### config.mk
export PLATFORM = sky130hd
export DESIGN_NAME = noise_gate
export DESIGN_NICKNAME = d
export VERILOG_FILES = /design/src/rtl/noise_gate_pkg.sv /design/src/rtl/noise_gate_env.sv /design/src/rtl/noise_gate.sv
export SDC_FILE = /design/constraint.sdc
export NUM_CORES = 1
export LEC_CHECK = 0
export ABC_CLOCK_PERIOD_IN_PS = 4000
export CORE_MARGIN = 2
export CORE_UTILIZATION = 50
export DETAILED_ROUTE_END_ITERATION = 16
export PLACE_DENSITY = 0.83
export SLEW_MARGIN = 30
export SYNTH_ARGS = -nofsm -noshare
export SYNTH_HDL_FRONTEND = slang
export SYNTH_SLANG_ARGS = --single-unit
### constraint.sdc
create_clock -name clk -period 4 [get_ports clk]
set_input_delay 0.6 -clock clk [delete_from_list [all_inputs] [get_ports clk]]
set_output_delay 0.6 -clock clk [all_outputs]
set_load 0.03 [all_outputs]
### src/rtl/noise_gate_pkg.sv
// Shared types for the noise gate: envelope state encoding and gain scaling.
package noise_gate_pkg;

    typedef enum logic [2:0] {CLOSED, ATTACK, OPEN, HOLD, RELEASE} state_t;

    localparam int GAIN_W = 9;
    localparam logic [GAIN_W-1:0] GAIN_UNITY = 9'd256;

endpackage

### src/rtl/noise_gate_env.sv
// Envelope FSM, gain and hold counter. Attack/release ramps exist only with
// NOISE_GATE_RAMP_EN defined; otherwise the gate switches hard between 0 and unity.
module noise_gate_env
    import noise_gate_pkg::*;
#(
    parameter int WIDTH     = 31,
    parameter int HOLD_BITS = 16
) (
    input  logic                 clk,
    input  logic                 reset,
    input  logic                 activate,
    input  logic                 sample_valid,
    input  logic [WIDTH-1:0]     mag,
    input  logic [WIDTH-1:0]     open_threshold,
    input  logic [WIDTH-1:0]     close_threshold,
    input  logic [HOLD_BITS-1:0] hold_samples,
    input  logic [7:0]           ramp_step,
    output logic [GAIN_W-1:0]    gain_now,
    output logic                 gate_open
);

    state_t               state, state_nxt;
    logic [GAIN_W-1:0]    gain, gain_nxt;
    logic [HOLD_BITS-1:0] cnt, cnt_nxt;
    logic [WIDTH-1:0]     close_eff;
    logic                 above_open;
    logic                 below_close;

    // Clamping close to open guarantees the hysteresis band never inverts.
    assign close_eff   = (close_threshold < open_threshold) ? close_threshold : open_threshold;
    assign above_open  = (mag >= open_threshold);
    assign below_close = (mag < close_eff);

`ifdef NOISE_GATE_RAMP_EN
    logic [GAIN_W-1:0] step, gain_up, gain_dn;
    logic [GAIN_W:0]   up_sum;

    assign step    = (ramp_step == 8'd0) ? 9'd1 : {1'b0, ramp_step};
    assign up_sum  = {1'b0, gain} + {1'b0, step};
    assign gain_up = (up_sum > {1'b0, GAIN_UNITY}) ? GAIN_UNITY : up_sum[GAIN_W-1:0];
    assign gain_dn = (gain > step) ? (gain - step) : '0;
`else
    logic unused_ramp;
    assign unused_ramp = ^ramp_step;
`endif

    always_comb begin
        state_nxt = state;
        gain_nxt  = gain;
        cnt_nxt   = cnt;
        case (state)
            CLOSED: begin
                gain_nxt = '0;
                if (above_open) begin
`ifdef NOISE_GATE_RAMP_EN
                    state_nxt = ATTACK;
                    gain_nxt  = gain_up;
`else
                    state_nxt = OPEN;
                    gain_nxt  = GAIN_UNITY;
`endif
                end
            end
`ifdef NOISE_GATE_RAMP_EN
            ATTACK: begin
                if (below_close) begin
                    state_nxt = RELEASE;
                    gain_nxt  = gain_dn;
                end else begin
                    gain_nxt = gain_up;
                    if (gain_up == GAIN_UNITY) state_nxt = OPEN;
                end
            end
            RELEASE: begin
                if (above_open) begin
                    state_nxt = ATTACK;
                    gain_nxt  = gain_up;
                end else begin
                    gain_nxt = gain_dn;
                    if (gain_dn == '0) state_nxt = CLOSED;
                end
            end
`endif
            OPEN: begin
                gain_nxt = GAIN_UNITY;
                if (below_close) begin
                    state_nxt = HOLD;
                    cnt_nxt   = hold_samples;
                end
            end
            HOLD: begin
                gain_nxt = GAIN_UNITY;
                if (above_open) begin
                    state_nxt = OPEN;
                end else if (cnt != '0) begin
                    cnt_nxt = cnt - 1'b1;
                end else begin
`ifdef NOISE_GATE_RAMP_EN
                    state_nxt = RELEASE;
                    gain_nxt  = gain_dn;
`else
                    state_nxt = CLOSED;
                    gain_nxt  = '0;
`endif
                end
            end
            default: begin
                state_nxt = CLOSED;
                gain_nxt  = '0;
            end
        endcase
    end

    // Bypass parks the envelope at OPEN/unity so re-enabling causes no gain step.
    always_ff @(posedge clk or negedge reset) begin
        if (!reset) begin
            state <= CLOSED;
            gain  <= '0;
            cnt   <= '0;
        end else if (!activate) begin
            state <= OPEN;
            gain  <= GAIN_UNITY;
        end else if (sample_valid) begin
            state <= state_nxt;
            gain  <= gain_nxt;
            cnt   <= cnt_nxt;
        end
    end

    assign gain_now  = gain_nxt;
    assign gate_open = (state != CLOSED);

endmodule

### src/rtl/noise_gate.sv
// Noise gate top: magnitude, gain multiply and output register around the envelope.
// Optional attack/release ramps are enabled by defining NOISE_GATE_RAMP_EN.
module noise_gate
    import noise_gate_pkg::*;
#(
    parameter int WIDTH     = 31,
    parameter int HOLD_BITS = 16
) (
    input  logic                    clk,
    input  logic                    reset,
    input  logic                    activate,
    input  logic                    sample_valid,
    input  logic signed [WIDTH-1:0] cur_amplitude,
    input  logic [WIDTH-1:0]        open_threshold,
    input  logic [WIDTH-1:0]        close_threshold,
    input  logic [HOLD_BITS-1:0]    hold_samples,
    input  logic [7:0]              ramp_step,
    output logic signed [WIDTH-1:0] adj_cur_amplitude,
    output logic                    out_valid,
    output logic                    gate_open
);

    localparam int PW = WIDTH + GAIN_W + 1;

    function automatic logic [WIDTH-1:0] abs_sat(input logic signed [WIDTH-1:0] x);
        logic signed [WIDTH-1:0] most_neg;
        most_neg = {1'b1, {(WIDTH-1){1'b0}}};
        if (x == most_neg) return {1'b0, {(WIDTH-1){1'b1}}};
        if (x[WIDTH-1])    return $unsigned(-x);
        return $unsigned(x);
    endfunction

    logic [WIDTH-1:0]        mag;
    logic [GAIN_W-1:0]       gain_now;
    logic signed [PW-1:0]    prod;
    logic signed [WIDTH-1:0] gated;
    logic                    unused_bits;
    logic signed [WIDTH-1:0] adj_p1;
    logic                    vld_p1;

    assign mag = abs_sat(cur_amplitude);

    noise_gate_env #(
        .WIDTH     (WIDTH),
        .HOLD_BITS (HOLD_BITS)
    ) u_env (
        .clk             (clk),
        .reset           (reset),
        .activate        (activate),
        .sample_valid    (sample_valid),
        .mag             (mag),
        .open_threshold  (open_threshold),
        .close_threshold (close_threshold),
        .hold_samples    (hold_samples),
        .ramp_step       (ramp_step),
        .gain_now        (gain_now),
        .gate_open       (gate_open)
    );

    // Slicing bits [WIDTH+7:8] is the >>> 8 of the signed product, truncated.
    assign prod        = PW'(cur_amplitude) * PW'($signed({1'b0, gain_now}));
    assign gated       = prod[WIDTH+7:8];
    assign unused_bits = ^{prod[PW-1:WIDTH+8], prod[7:0]};

    // Stage p1: output register, updated only on strobes
    always_ff @(posedge clk or negedge reset) begin
        if (!reset) begin
            adj_p1 <= '0;
            vld_p1 <= 1'b0;
        end else begin
            vld_p1 <= sample_valid;
            if (sample_valid) adj_p1 <= activate ? gated : cur_amplitude;
        end
    end

    assign adj_cur_amplitude = adj_p1;
    assign out_valid         = vld_p1;

endmodule

[Word level (Yosys, flattened, before mapping)]
Index checks and enable logic that the tools add are counted.
Storage, ports and cells
  output and inout port bits: 33
  bits of input ports: 121
  flip-flop bits (word level): 51
Cells by class
  add/subtract/negate cells: 2
  multiply operators: 1
  order comparisons: 3
  reductions and logical operators: 6
  equality and inequality tests: 10
  multiplexer cells: 24
Operator list (count)
  $mux 31: 6
  $lt 31x31->1: 2
  $mux 16: 3
  $mul 31x10->39: 1
  $pmux 16 s2: 1
  $eq 31x31->1 const B: 1
  $ge 31x31->1: 1
  $neg 31->31: 1
  $mux 9: 3
  $pmux 9 s3: 1
  $mux 3: 6
  $reduce_bool 16->1: 1
  $sub 16x1->16 const B: 1
  $pmux 3 s3: 1
  $eq 3x2->1 const B: 2
  $ne 2x1->1 const B: 3
  $ne 3x2->1 const B: 2
  $reduce_and 6->1: 1
  $ne 4x3->1 const B: 1
  $reduce_and 4->1: 1
  $logic_not 3->1: 1
  $mux 1: 3
  $reduce_bool 3->1: 1
  $ne 2x2->1 const B: 1
  $reduce_bool 2->1: 1

[Depth between registers and ports, before layout]
  depth after elaboration: 10
  depth in mapped cells: 21

[Hierarchy]
A second synthesis with hierarchy kept.
Unflattened totals
  cells, all modules: 1826
  area total of the unflattened synthesis: 15104.5 sq um
By module, submodules not included
  noise_gate: area an instance 11314.6 sq um, instances 1, cells an instance 1317
  noise_gate_env: area an instance 3789.9 sq um, instances 1, cells an instance 509

[Worst setup path after synthesis]
No wires, ideal clock.
  path kind: input to register
  from: input cur_amplitude[2]
  to: register u_env.state[1]
  library setup time: 126 ps
  path slack: -1073 ps
  stages on the path: 19
  required time: 3874 ps
  arrival: 4946 ps
  cell sequence: nor3_1 -> nand3_1 -> or4_1 -> or2_2 -> or3_1 -> or3_1 -> o21a_1 -> nor2_1 -> a31oi_1 -> ha_1 -> and3_1 -> a221o_1 -> a311o_1 -> nor2_1 -> o2bb2ai_1 -> or3b_2 -> o31ai_1 -> mux2i_1 -> o21ai_0
On the way
  longest elaborated chain between the ends: 9
  elaborated cells between the ends (all ways): 16
  those cells by class: add/sub: 1; order compare: 2; eq/ne: 4; mux: 8; reduce/logical: 1
RTL lines
  start, declared: RTL line noise_gate.sv:13  | input logic signed [WIDTH-1:0] cur_amplitude,
  $neg 31->31: RTL line noise_gate.sv:29  | if (x[WIDTH-1]) return $unsigned(-x);
  $mux 31: RTL line noise_gate.sv:29
  $mux 31: RTL line noise_gate.sv:30  | return $unsigned(x);
  $mux 31 *: RTL line noise_gate.sv:29
  $ge 31x31->1: RTL line noise_gate_env.sv:31  | assign above_open = (mag >= open_threshold);
  $mux 3: RTL line noise_gate_env.sv:93  | if (above_open) begin
  $pmux 3 s3: RTL line noise_gate_env.sv:51  | case (state)
  $mux 3: RTL line noise_gate_env.sv:123  | end else if (sample_valid) begin
  $mux 3: RTL line noise_gate_env.sv:120  | end else if (!activate) begin
  end signal, assigned: RTL line noise_gate_env.sv:124  | state <= state_nxt;
  end, declared: RTL line noise_gate_env.sv:22  | state_t state, state_nxt;
Mark *: on every way between the ends. The rest lies on a longest branch, timed or not. The select of a mux whose other input is x is not followed.
A chain may end at the register's enable or synchronous reset.

[Worst setup path in the final report]
  from: input cur_amplitude[14]
  to: register adj_p1[8], in the netlist adj_cur_amplitude[8]
On the way
  longest elaborated chain between the ends: 9
  elaborated cells between the ends (all ways): 12
  those cells by class: add/sub: 1; mul: 1; order compare: 1; eq/ne: 1; mux: 8
RTL lines
  $neg 31->31: RTL line noise_gate.sv:29
  $mux 31: RTL line noise_gate.sv:29
  $mux 31: RTL line noise_gate.sv:30
  $mux 31: RTL line noise_gate.sv:29
  $ge 31x31->1: RTL line noise_gate_env.sv:31
  $mux 9, on equally long branches: RTL line noise_gate_env.sv:93, noise_gate_env.sv:54
  $pmux 9 s3: RTL line noise_gate_env.sv:51
  $mul 31x10->39 *: RTL line noise_gate.sv:61  | assign prod = PW'(cur_amplitude) * PW'($signed({1'b0, gain_now}));
  $mux 31 *: RTL line noise_gate.sv:72  | if (sample_valid) adj_p1 <= activate ? gated : cur_amplitude;
  end signal, assigned: RTL line noise_gate.sv:72
  end, declared: RTL line noise_gate.sv:38  | logic signed [WIDTH-1:0] adj_p1;
Mark *: on every way between the ends. The rest lies on a longest branch, timed or not.

==> flow_summary.json <==
{
  "clock_path_buffers": 2,
  "syn_avg_cell_area_um2": 7.88,
  "yosysWarnings": 0,
  "drt_iter0_markers": 751,
  "grt.total_usage_pct": 36.5,
  "clk_latency_ns": 0.32,
  "max_stage_delay_ns": 0.55,
  "dp_cells": 1127,
  "rsz0062_at_grt": "yes",
  "postLayoutCoreUtil_pct": 84.3,
  "cp-startpoint": "cur_amplitude[14]",
  "antenna_found_initial": 2,
  "yosys.cell_types.count": 57,
  "dpl_worst_slack_ns": -1.72,
  "ioPinCount": 154,
  "r2r_start": "u_env.cnt[1]",
  "synth.top_cell.area_share_pct": 22.4,
  "path_buf_inv": 7,
  "layout.nets": 1238,
  "dieArea_um2": 12100,
  "max_cap_violations": 0,
  "path_clk_slew_ns": 0.10,
  "drt-pass1-iter-count": 6,
  "maxSlewHeadroom_pct": 33.2,
  "synth_top_family_by_area": "compound AO/OA/AOI/OAI gates",
  "worst_ir_drop_vdd_mv": 0.391,
  "synth_edf_count": 0,
  "setup_violations": 49,
  "via_per_inst": 6.13,
  "vias": 7159,
  "grt_pass1_vias": 7148,
  "drc": 0,
  "finalNonFillerCells": 1167,
  "endpoint_kind": "flip-flop",
  "cp_max_fo": 4,
  "critPathKind": "in -> reg",
  "synth_compound_gate_area_share_pct": 21.3,
  "cp_slowest_cell": "or4_4",
  "skew_ns": 0.00801,
  "dp_hpwl_um": 15300,
  "synthXorXnorAreaFrac_pct": 3.60,
  "io_buffers": 145,
  "crit_top_cell": "buf_4",
  "syn2layout_area_growth_pct": 64.1,
  "power_density_nw_per_um2": 289,
  "synth_flop_cell": "dfrtp_1",
  "synth_common_cells": "nor2_1, ha_1, a21oi_1",
  "cp_top_family": "simple AND/OR/NAND/NOR gates",
  "synth_seq_cells": 50,
  "coreArea_um2": 10900,
  "setup_tns_ns": -40.68,
  "yosys.area_share.simple_pct": 20.7,
  "numCtsBuffers": 5,
  "hold_path.class": "in -> async",
  "fp-row-count": 38,
  "timing.final.hold_violations": 0,
  "gp_congestion": 0.970,
  "cts_tree": "built",
  "whs_ns": 0.286,
  "clockRootBuffer": "clkbuf_8",
  "die_h_um": 110,
  "wirelength_um": 23200,
  "cts_num_sinks": 50,
  "die_x_um": 110,
  "worstPathRequired_ns": 4.20,
  "drv_slew": 0,
  "ctsHtreeMaxLevel": 2,
  "fmax_mhz": 203,
  "period_minus_slack_ns": 4.92,
  "synthAdderAreaFrac_pct": 20.8,
  "fin_crit_sh_pct": 123,
  "grt_pass1_wl_um": 34800,
  "avgRoutedWirePerCell_um": 19.9,
  "synth_area_leaders": "dfrtp_1, ha_1, a21oi_1",
  "run_status": "finished, violations left",
  "drive_gt1_share_pct": 27.8,
  "fin_ws_ns": -0.920,
  "crit_chain": "dlygate4sd2_1 -> or4_4 -> or3_4 -> buf_4 -> nor2_4 -> nand2_2 -> buf_4 -> o21ai_0 -> xor2_1 -> nand2_1 -> buf_4 -> ha_1 -> a21oi_1 -> o21ai_0 -> a211oi_2 -> o21ai_1 -> a21oi_2 -> buf_4 -> nand4_1 -> o21a_1 -> nor2_4 -> buf_12 -> bufbuf_16 -> nor2_1",
  "design_area_um2": 9180,
  "grt_start_max_net_pins": 51,
  "synthMostInstantiatedCell": "nor2_1",
  "initial_core_util_pct": 51.4,
  "muxShareOfSynthArea_pct": 5.90,
  "violations": "negative setup slack",
  "power.total_mw": 2.65,
  "cp.arrival_ns": 5.12,
  "synthArstFlopShare_pct": 100,
  "worstMarginPinSlew_ns": 1.00,
  "yosys.area.top_type": "dfrtp_1",
  "syn_inst": 710,
  "start_kind": "primary input",
  "p_leak_nw": 4.38,
  "overflow": 0,
  "syn_area_um2": 5600,
  "ant_nets": 0,
  "ys_seq_area_share_pct": 22.4,
  "placed_cell_area_um2": 8400
}
==> cell type report <==
| cell class | instances | area, um2 |
|---|---|---|
| timing repair buffer | 331 | 2990 |
| multi-input combinational | 591 | 4450 |
| antenna | 2 | 5.00 |
| clock buffer | 6 | 82.6 |
| clock inverter | 2 | 60.1 |
| inverter | 45 | 169 |
| fill | 562 | 1700 |
| sequential | 50 | 1250 |
| tap | 140 | 175 |
==> placed cells by master, fill, tap and decap left out, types with 4 or more instances in the layout <==
cell             instances
inv_1                   42
o31ai_1                  6
nand4_1                 15
nor4_1                   7
clkdlybuf4s50_1        126
o21ai_0                 23
a21oi_1                 73
nor2_1                  99
a21oi_2                  8
o211ai_1                 4
nand3_1                  7
and4_1                   6
o21ai_2                 16
nand2_1                 51
ha_1                    92
xor2_1                  22
a21o_1                  10
nand2b_1                 4
nor3_1                  10
buf_6                   17
a22oi_1                  4
buf_4                  166
o22ai_2                  4
dfrtp_1                 50
o21ai_1                  9
o21a_1                   5
dlygate4sd2_1            5
buf_12                   5
mux2i_1                 33
or3_4                    4
clkbuf_8                 6
or4_1                    4
==> power by group <==
part / internal, mW / switching (mW)
Sequential: 0.623 / 0.138
Combinational: 0.675 / 0.773
Clock: 0.267 / 0.175
==> timing repair <==
item	CTS	global route
cloned	6	0
resized for setup	93	54
endpoints found under the setup margin	49	49
buffers inserted	18	8
hold buffers	0	0
pin swaps	38	30
==> path summary, 6_finish.rpt <==
check                                        end  slack (ns)  cells after the start
max                         adj_cur_amplitude[8]       -0.92                     24
min reg2reg                adj_cur_amplitude[15]        0.55                      2
max in group asynchronous   adj_cur_amplitude[8]        3.28                      1
max reg2reg                        u_env.cnt[13]        0.44                     12
min in group clk           adj_cur_amplitude[15]        0.55                      2
min                                 u_env.cnt[6]        0.29                      1
==> state kept, by name, indices dropped and copies added (netlist names) <==
register / count
u_env.state: 2
u_env.cnt: 16
out_valid: 1
adj_cur_amplitude: 31
==> cell families after synthesis <==
family / Yosys count
other: 1
XOR/XNOR: 23
flip-flops: 50
buffers and inverters: 72
AO/OA/AOI/OAI: 195
AND/OR/NAND/NOR: 243
adder cells (fa/ha/maj): 93
multiplexers: 33
==> routing by layer <==
layer / share of wire, % / track usage, % / up-vias
met3: 8.1 / 4.56 / 161
met5: 0 / 0 / -
li1: - / - / 3224
met1: 38 / 43.9 / 3290
met2: 47 / 63.5 / 484
met4: 6.9 / 19.0 / 0
Note: power is estimated with default switching activity, not from simulation.
